`src/rtl/ks_voice_scheduler_if.sv`:
```
// Engine job interface between the voice scheduler (master) and the shared
// Karplus-Strong string engine (slave).
interface ks_voice_scheduler_if #(
   parameter int SAMPLE_W = 16
);
   logic                eng_start;
   logic [2:0]          eng_voice;
   logic                eng_pluck;
   logic                eng_done;
   logic [SAMPLE_W-1:0] eng_sample;

   modport master (
      output eng_start,
      output eng_voice,
      output eng_pluck,
      input  eng_done,
      input  eng_sample
   );

   modport slave (
      input  eng_start,
      input  eng_voice,
      input  eng_pluck,
      output eng_done,
      output eng_sample
   );
endinterface

```
`src/rtl/ks_voice_scheduler.sv`:
```
// Round-robin scheduler sharing one Karplus-Strong engine across NUM_VOICES voices,
// producing one saturated mixed sample per audio tick.
module ks_voice_scheduler #(
   parameter int NUM_VOICES = 6,
   parameter int SAMPLE_W   = 16,
   parameter int DIV_W      = 32,
   parameter int MIN_PERIOD = 16,
   parameter int MIX_SHIFT  = 1
) (
   input  logic                           clk_clk,
   input  logic                           reset_reset,
   input  logic [DIV_W-1:0]               div_freq,
   input  logic [NUM_VOICES-1:0]          pluck_req,
   input  logic                           overrun_clr,
   ks_voice_scheduler_if.master           eng,
   output logic [NUM_VOICES*SAMPLE_W-1:0] voice_samples,
   output logic [SAMPLE_W-1:0]            mix_out,
   output logic                           mix_valid,
   output logic                           busy,
   output logic                           overrun
);

   localparam int                      ACC_W      = SAMPLE_W + 3;
   localparam logic [2:0]              LAST_IDX   = 3'(NUM_VOICES - 1);
   localparam logic [DIV_W-1:0]        MIN_RELOAD = DIV_W'(MIN_PERIOD - 1);
   localparam logic signed [ACC_W-1:0] SAT_HI     = ACC_W'((1 << (SAMPLE_W - 1)) - 1);
   localparam logic signed [ACC_W-1:0] SAT_LO     = ~SAT_HI;

   typedef enum logic [1:0] {
      S_IDLE   = 2'd0,
      S_START  = 2'd1,
      S_WAIT   = 2'd2,
      S_OUTPUT = 2'd3
   } state_t;

   function automatic logic [SAMPLE_W-1:0] saturate(input logic signed [ACC_W-1:0] v);
      logic [SAMPLE_W-1:0] r;
      if (v > SAT_HI) begin
         r = SAT_HI[SAMPLE_W-1:0];
      end else if (v < SAT_LO) begin
         r = SAT_LO[SAMPLE_W-1:0];
      end else begin
         r = v[SAMPLE_W-1:0];
      end
      return r;
   endfunction

   state_t                    state_r;
   state_t                    state_s;
   logic [DIV_W-1:0]          cnt_r;
   logic [DIV_W-1:0]          reload_s;
   logic                      tick_s;
   logic [2:0]                idx_r;
   logic signed [ACC_W-1:0]   acc_r;
   logic [NUM_VOICES-1:0]     pluck_pend_r;
   logic [NUM_VOICES-1:0]     pluck_clr_s;
   logic                      eng_start_s;
   logic signed [ACC_W-1:0]   sample_ext_s;

   assign reload_s     = (div_freq < DIV_W'(MIN_PERIOD)) ? MIN_RELOAD : (div_freq - DIV_W'(1));
   assign tick_s       = (cnt_r == {DIV_W{1'b0}});
   assign eng_start_s  = (state_r == S_START);
   assign sample_ext_s = ACC_W'($signed(eng.eng_sample));

   assign eng.eng_start = eng_start_s;
   assign eng.eng_voice = idx_r;
   assign eng.eng_pluck = eng_start_s & pluck_pend_r[idx_r];
   assign busy          = (state_r != S_IDLE);

   // Sample-period down-counter; div_freq is only looked at on reload.
   always_ff @(posedge clk_clk) begin
      if (reset_reset) begin
         cnt_r <= reload_s;
      end else if (tick_s) begin
         cnt_r <= reload_s;
      end else begin
         cnt_r <= cnt_r - DIV_W'(1);
      end
   end

   // FSM state register.
   always_ff @(posedge clk_clk) begin
      if (reset_reset) begin
         state_r <= S_IDLE;
      end else begin
         state_r <= state_s;
      end
   end

   // FSM next-state logic.
   always_comb begin
      state_s = state_r;
      case (state_r)
         S_IDLE: begin
            if (tick_s) begin
               state_s = S_START;
            end else begin
               state_s = S_IDLE;
            end
         end
         S_START: state_s = S_WAIT;
         S_WAIT: begin
            if (eng.eng_done) begin
               if (idx_r == LAST_IDX) begin
                  state_s = S_OUTPUT;
               end else begin
                  state_s = S_START;
               end
            end else begin
               state_s = S_WAIT;
            end
         end
         S_OUTPUT: state_s = S_IDLE;
         default:  state_s = S_IDLE;
      endcase
   end

   // A pending pluck is consumed when its voice is issued to the engine.
   always_comb begin
      pluck_clr_s = {NUM_VOICES{1'b0}};
      if (eng_start_s && pluck_pend_r[idx_r]) begin
         pluck_clr_s[idx_r] = 1'b1;
      end else begin
         pluck_clr_s = {NUM_VOICES{1'b0}};
      end
   end

   // Datapath: voice index, accumulator, per-voice samples, mix and status flags.
   always_ff @(posedge clk_clk) begin
      if (reset_reset) begin
         idx_r         <= 3'd0;
         acc_r         <= {ACC_W{1'b0}};
         pluck_pend_r  <= {NUM_VOICES{1'b0}};
         voice_samples <= {(NUM_VOICES*SAMPLE_W){1'b0}};
         mix_out       <= {SAMPLE_W{1'b0}};
         mix_valid     <= 1'b0;
         overrun       <= 1'b0;
      end else begin
         mix_valid    <= 1'b0;
         // A new request in the same cycle as the consume keeps the bit set.
         pluck_pend_r <= (pluck_pend_r & ~pluck_clr_s) | pluck_req;
         if (tick_s && (state_r != S_IDLE)) begin
            overrun <= 1'b1;
         end else if (overrun_clr) begin
            overrun <= 1'b0;
         end else begin
            overrun <= overrun;
         end
         case (state_r)
            S_IDLE: begin
               if (tick_s) begin
                  idx_r <= 3'd0;
                  acc_r <= {ACC_W{1'b0}};
               end
            end
            S_WAIT: begin
               if (eng.eng_done) begin
                  for (int i = 0; i < NUM_VOICES; i++) begin
                     if (idx_r == 3'(i)) begin
                        voice_samples[i*SAMPLE_W +: SAMPLE_W] <= eng.eng_sample;
                     end
                  end
                  acc_r <= acc_r + sample_ext_s;
                  if (idx_r != LAST_IDX) begin
                     idx_r <= idx_r + 3'd1;
                  end
               end
            end
            S_OUTPUT: begin
               mix_out   <= saturate(acc_r >>> MIX_SHIFT);
               mix_valid <= 1'b1;
            end
            default: begin
            end
         endcase
      end
   end

endmodule

```
`src/flat_wrapper.sv`:
```
// flat-port wrapper written by rule: the top's interface ports become plain ports
module ks_voice_scheduler_flat 
#(
   parameter int NUM_VOICES = 6,
   parameter int SAMPLE_W   = 16,
   parameter int DIV_W      = 32,
   parameter int MIN_PERIOD = 16,
   parameter int MIX_SHIFT  = 1
)
  (clk_clk, reset_reset, div_freq, pluck_req, overrun_clr, voice_samples, mix_out, mix_valid, busy, overrun, eng_eng_start, eng_eng_voice, eng_eng_pluck, eng_eng_done, eng_eng_sample);
  ks_voice_scheduler_if #(.SAMPLE_W(SAMPLE_W)) eng_i ();
  input  logic clk_clk;
  input  logic reset_reset;
  input  logic [DIV_W-1:0] div_freq;
  input  logic [NUM_VOICES-1:0] pluck_req;
  input  logic overrun_clr;
  output logic [NUM_VOICES*SAMPLE_W-1:0] voice_samples;
  output logic [SAMPLE_W-1:0] mix_out;
  output logic mix_valid;
  output logic busy;
  output logic overrun;
  output wire logic [$bits(eng_i.eng_start)-1:0] eng_eng_start;
  output wire logic [$bits(eng_i.eng_voice)-1:0] eng_eng_voice;
  output wire logic [$bits(eng_i.eng_pluck)-1:0] eng_eng_pluck;
  input wire logic [$bits(eng_i.eng_done)-1:0] eng_eng_done;
  input wire logic [$bits(eng_i.eng_sample)-1:0] eng_eng_sample;
  assign eng_eng_start = eng_i.eng_start;
  assign eng_eng_voice = eng_i.eng_voice;
  assign eng_eng_pluck = eng_i.eng_pluck;
  assign eng_i.eng_done = eng_eng_done;
  assign eng_i.eng_sample = eng_eng_sample;
  ks_voice_scheduler #(.NUM_VOICES(NUM_VOICES), .SAMPLE_W(SAMPLE_W), .DIV_W(DIV_W), .MIN_PERIOD(MIN_PERIOD), .MIX_SHIFT(MIX_SHIFT)) u_core (.clk_clk(clk_clk), .reset_reset(reset_reset), .div_freq(div_freq), .pluck_req(pluck_req), .overrun_clr(overrun_clr), .eng(eng_i), .voice_samples(voice_samples), .mix_out(mix_out), .mix_valid(mix_valid), .busy(busy), .overrun(overrun));
endmodule
```
`config.mk`:
```
export PLATFORM = sky130hd
export DESIGN_NAME = ks_voice_scheduler_flat
export DESIGN_NICKNAME = d
export VERILOG_FILES = /design/src/rtl/ks_voice_scheduler_if.sv /design/src/rtl/ks_voice_scheduler.sv /design/src/flat_wrapper.sv
export SDC_FILE = /design/constraint.sdc
export NUM_CORES = 1
export LEC_CHECK = 0
export ABC_AREA = 1
export CAP_MARGIN = 15
export CORE_ASPECT_RATIO = 1.25
export CORE_UTILIZATION = 37
export DETAILED_ROUTE_END_ITERATION = 6
export GPL_TIMING_DRIVEN = 1
export SLEW_MARGIN = 30
export SYNTH_ARGS = -nofsm -noshare
export SYNTH_HDL_FRONTEND = slang
export SYNTH_SLANG_ARGS = --single-unit
```
`constraint.sdc`:
```
create_clock -name clk_clk -period 1.8 [get_ports clk_clk]
set_clock_uncertainty 0.2 [all_clocks]
set_input_delay 0.36 -clock clk_clk [delete_from_list [all_inputs] [get_ports clk_clk]]
set_output_delay 0.36 -clock clk_clk [all_outputs]
set_load 0.005 [all_outputs]
```
==> results.cfg, run 1 <==
[outcome]
outcome = finished, violations left
violations = setup timing

[cells_and_area]
final_cell_area_um2 = 15100
n_antenna_cell = 0
syn2layout_area_growth_pct = 72.8
register_area_um2 = 3630
multi_input_area_um2 = 6040
post-route-util_pct = 65.4
final_nets = 1771
drive_gt1_share_pct = 41.0
nFillCells = 1926

[cts]
clk_path_buf_depth = 2
cts_max_level = 4
root_buffer = clkbuf_16
insertion_delay_ps = 440
clock_sinks = 176
cts_buffers = 17
clk_pin_slew_ps = 80
holdBufCountCts = 0
tritoncts = yes

[synthesis]
synth.cell_area_um2 = 8730
yosys_warnings = 0
synthArstFlopShare_pct = 0
ys_ff_latch = 176
synth-main-ff-cell = dfxtp_1
syn_nets = 1354
synth-edff-count = 0
avgSynthCellArea_um2 = 6.87
ys_seq_area_share_pct = 40.4
synth_cells = 1270
ys_types = 37

[floorplanning]
start_util_pct = 37.9
die_w_um = 139
die_h_um = 174
rows = 62
dieArea_um2 = 24200
fp.coreArea_um2 = 23000
ios = 178

[pwr]
power.internal_mw = 6.58
sw_frac_of_total_pct = 29.0
power_frac_comb_pct = 14.7
p_total_mw = 9.27
ir_drop_v = 0.000525
pwr_density_cell_nw_per_um2 = 615
seqPwrFrac_pct = 43.7
switchingPower_mw = 2.69
leakagePower_nw = 6.93
pwr-share-clk_pct = 41.6

[drt]
viasPerCell = 5.09
drc_errors = 0
num_vias = 10100
drt_wl_total_um = 32300
drt-wirelength-per-cell_um = 16.3
drtAntennaViolNets = 0
drtPass1Iterations = 5
drt_iter0_drc = 678

[flow_run]
maxCapViolCount = 0

[critical_path]
critPathMaxFanout = 8
crit_family = buffers and inverters
required_ps = 1970
crit_buf_inv = 7
arrival_ps = 2280
cpPeakStageDelay_ps = 370
crit_chain = buf_6 -> inv_6 -> nor2_4 -> inv_4 -> nor2_8 -> clkinv_4 -> buf_6 -> nor3_4 -> buf_12 -> clkbuf_16 -> o21ai_2 -> nor2_1
cpMaxStageDelayCell = dfxtp_2
startpoint_type = flip-flop
worst-setup-path-type = reg -> reg
endpoint_kind = flip-flop
cpMostUsedCell = buf_6

[timing]
period_share_pct = 117
relSlewSlack_pct = 61.6
tns_ps = -12900
slew_violations = 0
whs_ps = 95.6
hold_viol = 0
period_minus_slack_ps = 2110
setup_viol = 103
rsz0062_at_grt = yes
worst_slack_ps = -309
worstMarginPinSlew_ps = 575
fmax_mhz = 474

[global_routing]
antenna_found_initial = 1
grt_pass1_vias = 9128
track_usage_pct = 24.5
grt_first_pass_wirelength_um = 46900
grt_overflow = 0
grt_max_degree = 84

[placement]
postPlaceCellArea_um2 = 12400
port_buffers = 177
dp_hpwl_um = 21800
gp_routability_congestion = 0.870

[min_path]
hold_path.class = in -> reg
==> stage by stage <==
stage / worst slack (ps) / instances
detailed placement: -788 / 1902
global route: -387 / 1988
floorplan: 0.599 / 1270
finish: -309 / 1988
CTS: -285 / 1946
global placement: -751 / 1902
==> repair_timing <==
action	in CTS	in global routing
resized for setup	323	404
gates cloned	1	12
setup endpoints to repair	217	150
pin swaps	31	115
buffers inserted	12	33
==> registers in the layout (all words and copies together), names as in the netlist <==
signal,cells
u_core.pluck_pend_r,6
u_core.eng.eng_voice,3
u_core.mix_valid,1
u_core.overrun,1
u_core.mix_out,16
u_core.acc_r,19
u_core.cnt_r,32
u_core.voice_samples,96
u_core.state_r,2
==> synth_stat cells (2+ instances only) <==
master	n	area share, %
nand3b_1	7	0.60
nor3_1	11	0.63
inv_2	7	0.30
nor2_2	2	0.14
dfxtp_1	176	40
inv_1	78	3.4
clkinv_1	3	0.13
o21ai_1	3	0.17
buf_4	2	0.17
xnor2_1	22	2.2
nand4_1	12	0.86
clkbuf_1	27	1.2
xor2_1	29	2.9
o22ai_1	12	0.86
nor2_1	288	12
o21ai_0	125	7.2
or2_2	5	0.36
nand4_2	2	0.29
nand2_1	244	10
ha_1	25	3.6
buf_2	13	0.75
nand3_1	71	4.1
nor3_4	2	0.37
a21oi_1	91	5.2
==> power groups by stage <==
stage          Sequential [mW]  Clock (mW)  Combinational [mW]
6_report                  4.05        3.86                1.36
5_1_grt                   4.06        4.07                1.47
4_1_cts                   4.04        3.92                1.10
3_5_place_dp              4.13           0                1.03
3_3_place_gp              4.13           0                1.02
2_1_floorplan             4.12           0               0.439
==> kinds of logic (layout without fill, tap and decap cells) <==
family | Yosys count | count (layout) | synth area share, %
flops | 176 | 176 | 40.4
buf+inv | 131 | 561 | 5.92
xor+xnor | 51 | 51 | 5.12
simple gates | 651 | 651 | 31.0
fa+ha+maj | 26 | 26 | 3.81
compound gates | 235 | 235 | 13.8
==> path summary, 6_finish.rpt <==
check	start	to	slack, ps	cells past startpoint
max	u_core.state_r[1]	u_core.voice_samples[15]	-310	12
min	eng_eng_sample[1]	u_core.voice_samples[49]	100	3
max reg2reg	u_core.state_r[1]	u_core.voice_samples[15]	-310	12
min reg2reg	u_core.voice_samples[25]	u_core.voice_samples[25]	260	2
==> layout make-up <==
type / instances / area share, %
well taps: 288 / 2.39
clock buffers: 17 / 2.82
repair buffers: 438 / 26.6
inverters: 88 / 2.52
flip-flops and latches: 176 / 24.1
repair inverters: 3 / 0.241
multi-input cells: 963 / 40.0
clock inverters: 15 / 1.27
==> placed cells by master, fill, tap and decap left out, drive strengths merged <==
cell type / instances
xnor2: 22
nor2: 292
nor3: 13
xor2: 29
nand3: 71
nand3b: 7
o21bai: 1
o22ai: 12
clkinv: 8
o211ai: 1
clkinvlp: 2
a31oi: 1
and2: 1
or2: 5
clkbuf: 23
o41ai: 1
nand4: 14
o21ai: 128
fa: 1
clkdlybuf4s50: 37
dfxtp: 176
nand2: 246
nor3b: 1
ha: 25
nor4: 1
dlygate4sd2: 128
a21oi: 91
buf: 262
inv: 96
dlymetal6s2s: 5
==> metal layers <==
metal	vias to the layer above	global-route usage [%]	share of wire (%)
li1	4986	-	-
met3	73	3.73	4.5
met4	0	8.06	3.4
met5	-	0	0
met1	4749	28.5	39
met2	309	45.3	53
==> worst register-to-register path: stages, from the launching register on <==
cell and delay [ps]:
dfxtp_2 370, buf_6 130, inv_6 40, nor2_4 120
inv_4 60, nor2_8 140, clkinv_4 100, buf_6 130
nor3_4 220, buf_12 160, clkbuf_16 160, o21ai_2 50
nor2_1 160
No activity file was read; power rests on OpenSTA's default activity.
==> run 2: changes to the inputs <==
ABC_AREA = default   (was 1)
==> run 2 against run 1 <==
The flow still finishes with violations (setup timing); utilization down 4.4 points; total power shrank 4.4%; non-clock buffer count is 10 lower; via count shrank 16%; maximum frequency down 24%; final area down 13%; sequential power is essentially flat; global-route usage shrank 1.4 points; clock-buffer cell count stayed put; critical path type unchanged; critical endpoint is now u_core.cnt_r[16].
==> results.cfg, run 2 <==
[cells_and_area]
top_register = u_core.voice_samples
stdcell_count = 1701
final_common_cell = nand2_1
final_cell_area_um2 = 13200
drive_gt1_share_pct = 32.0
post-route-util_pct = 61.1
nFillCells = 1941
largest_reg_flops = 96
final_nets = 1491
mostFrequentLayoutCells = nand2_1 (256), buf_4 (218), a21oi_1 (136), dlygate4sd2_1 (118), dfxtp_1 (108)
reg_top3 = u_core.voice_samples x96, u_core.cnt_r x32, u_core.acc_r x19
syn2layout_area_growth_pct = 61.5

[timing]
worst_slack_ps = -976
period_share_pct = 154
rsz0062_at_grt = yes
tns_ps = -46880
whs_ps = 119
slew_violations = 0
fmax_mhz = 360
setup_viol = 58
hold_viol = 0
worstMarginPinSlew_ps = 613
period_minus_slack_ps = 2780
relSlewSlack_pct = 59.0

[synthesis]
synth_cells = 1018
synth_xor_area_share_pct = 7.31
yosys_warnings = 0
synth_fa_ha_area_share_pct = 4.09
synthTopCellsByArea = dfxtp_1 (43%), nand2_1 (12%), a21oi_1 (8.8%)
synth-simple-area-share_pct = 23.0
ys_seq_area_share_pct = 43.2
synth_top_family_by_area = simple AND/OR/NAND/NOR gates
synth_top_area_share_pct = 43.2
yosysMostFrequentCell = nand2_1
synth-main-ff-cell = dfxtp_1
syn_nets = 1102
synth.cell_area_um2 = 8150
synth-edff-count = 0
synthArstFlopShare_pct = 0
ys_ff_latch = 176
synth_common_cells = nand2_1 (260), dfxtp_1 (176), a21oi_1 (143)
avgSynthCellArea_um2 = 8.00
synth.area.mux_share_pct = 0.415
synth_compound_area_share_pct = 18.2
ys_types = 60
synth_top_area_cell = dfxtp_1

[drt]
drt_iter0_drc = 479
num_vias = 8540
drc_errors = 0
drt_wl_total_um = 26500
drtPass1Iterations = 5
drtAntennaViolNets = 0
viasPerCell = 5.02
drt-wirelength-per-cell_um = 15.6

[placement]
port_buffers = 177
dp_slack_ps = -1490
numPlacedInstances = 1644
dp_hpwl_um = 19300
postPlaceCellArea_um2 = 11900
gp_routability_congestion = 0.880

[critical_path]
crit_family = simple AND/OR/NAND/NOR gates
cpMaxStageDelayCell = or3_4
cpPeakStageDelay_ps = 450
critPathMaxFanout = 5
worst-setup-path-type = reg -> reg
cpMostUsedCell = or3_4
startpoint_type = flip-flop
required_ps = 1960
arrival_ps = 2930
crit_buf_inv = 1
crit_chain = or3_4 -> or3b_4 -> or3_4 -> buf_4 -> or3_4 -> nor3_2 -> a21oi_2 -> o22ai_4
endpoint_kind = flip-flop

[floorplanning]
die_h_um = 168
die_w_um = 135
dieArea_um2 = 22600
start_util_pct = 37.8
rows = 60
fp.coreArea_um2 = 21500
ios = 178

[global_routing]
grt_overflow = 0
antenna_found_initial = 2
grt_max_degree = 121
grt_first_pass_wirelength_um = 41000
grt_pass1_vias = 8184
track_usage_pct = 23.1

[pwr]
pwr_density_cell_nw_per_um2 = 673
ir_drop_v = 0.000634
leakagePower_nw = 5.62
p_total_mw = 8.86

[cts]
clk_pin_slew_ps = 80
insertion_delay_ps = 430
cts_max_level = 4
cts_buffers = 17
root_buffer = clkbuf_16
tritoncts = yes
clk_path_buf_depth = 2
clock_sinks = 176

[flow_run]
maxCapViolCount = 0

[min_path]
hold_path.class = in -> reg

[outcome]
violations = setup timing
outcome = finished, violations left
## run 2: cell types whose count changed after synthesis, moves of 11 or more
cell / previous run / this run
nor2_1: 288 / 49
o21ai_0: 125 / 38
inv_1: 78 / 16
nand3_1: 71 / 9
a21oi_1: 91 / 143
clkbuf_1: 27 / 51
xnor2_1: 22 / 45
nand2_1: 244 / 260
nor4_1: 1 / 15
nor3_1: 11 / 22
or4_1: 0 / 11
## run 2: metal layers
layer	wire, µm	track usage [%]	up-vias
li1	-	-	4299
met1	10700	25.9	3975
met2	14000	42.7	229
met3	1160	4.07	37
met4	700	8.70	0
met5	0	0	-
## run 2: what timing repair did
action                     4_1_cts  5_1_grt
setup endpoints to repair      199      156
resized for setup              286       56
pin swaps                       24       25
gates cloned                     1        3
hold buffers                     0        0
buffers inserted                20        2
## run 2: cell families (layout without fill, tap and decap cells)
family                   count (synthesis)  after routing
AO/OA/AOI/OAI                          251            251
XOR/XNOR                                68             68
adder cells (fa/ha/maj)                 26             26
buffers and inverters                   74            476
flip-flops                             176            176
multiplexers                             2              2
other                                    0              2
AND/OR/NAND/NOR                        421            421
## run 2: power breakdown
group	leakage (nW)	switching, mW	internal (mW)	total, mW
Clock	0.304	1.89	1.93	3.81
Combinational	3.85	0.472	0.558	1.03
Sequential	1.47	0.0460	3.97	4.02
Total	5.62	2.40	6.46	8.86
## run 2: layout make-up
cell class	instances	area, µm²	area share, %
clock inverter	15	206	1.57
sequential	176	3620	27.5
timing repair buffer	428	3770	28.7
inverter	16	60.1	0.456
antenna	2	5.00	0.0380
multi-input combinational	768	4720	35.9
clock buffer	17	425	3.23
tap	279	349	2.65
## run 2: path summary, 6_finish.rpt
path / from / end / slack [ps] / cells after the start
worst max-delay path: u_core.cnt_r[2] / u_core.cnt_r[16] / -980 / 8
worst min-delay path: reset_reset / u_core.acc_r[2] / 120 / 4
worst max register to register: u_core.cnt_r[2] / u_core.cnt_r[16] / -980 / 8
worst min register to register: u_core.mix_out[9] / u_core.mix_out[9] / 250 / 2
## run 2: worst reg2reg max path: stages, from the launching register on
cell and delay [ps]:
dfxtp_2 320, or3_4 380, or3b_4 380, or3_4 450
buf_4 160, or3_4 390, nor3_2 200, a21oi_2 80
o22ai_4 140
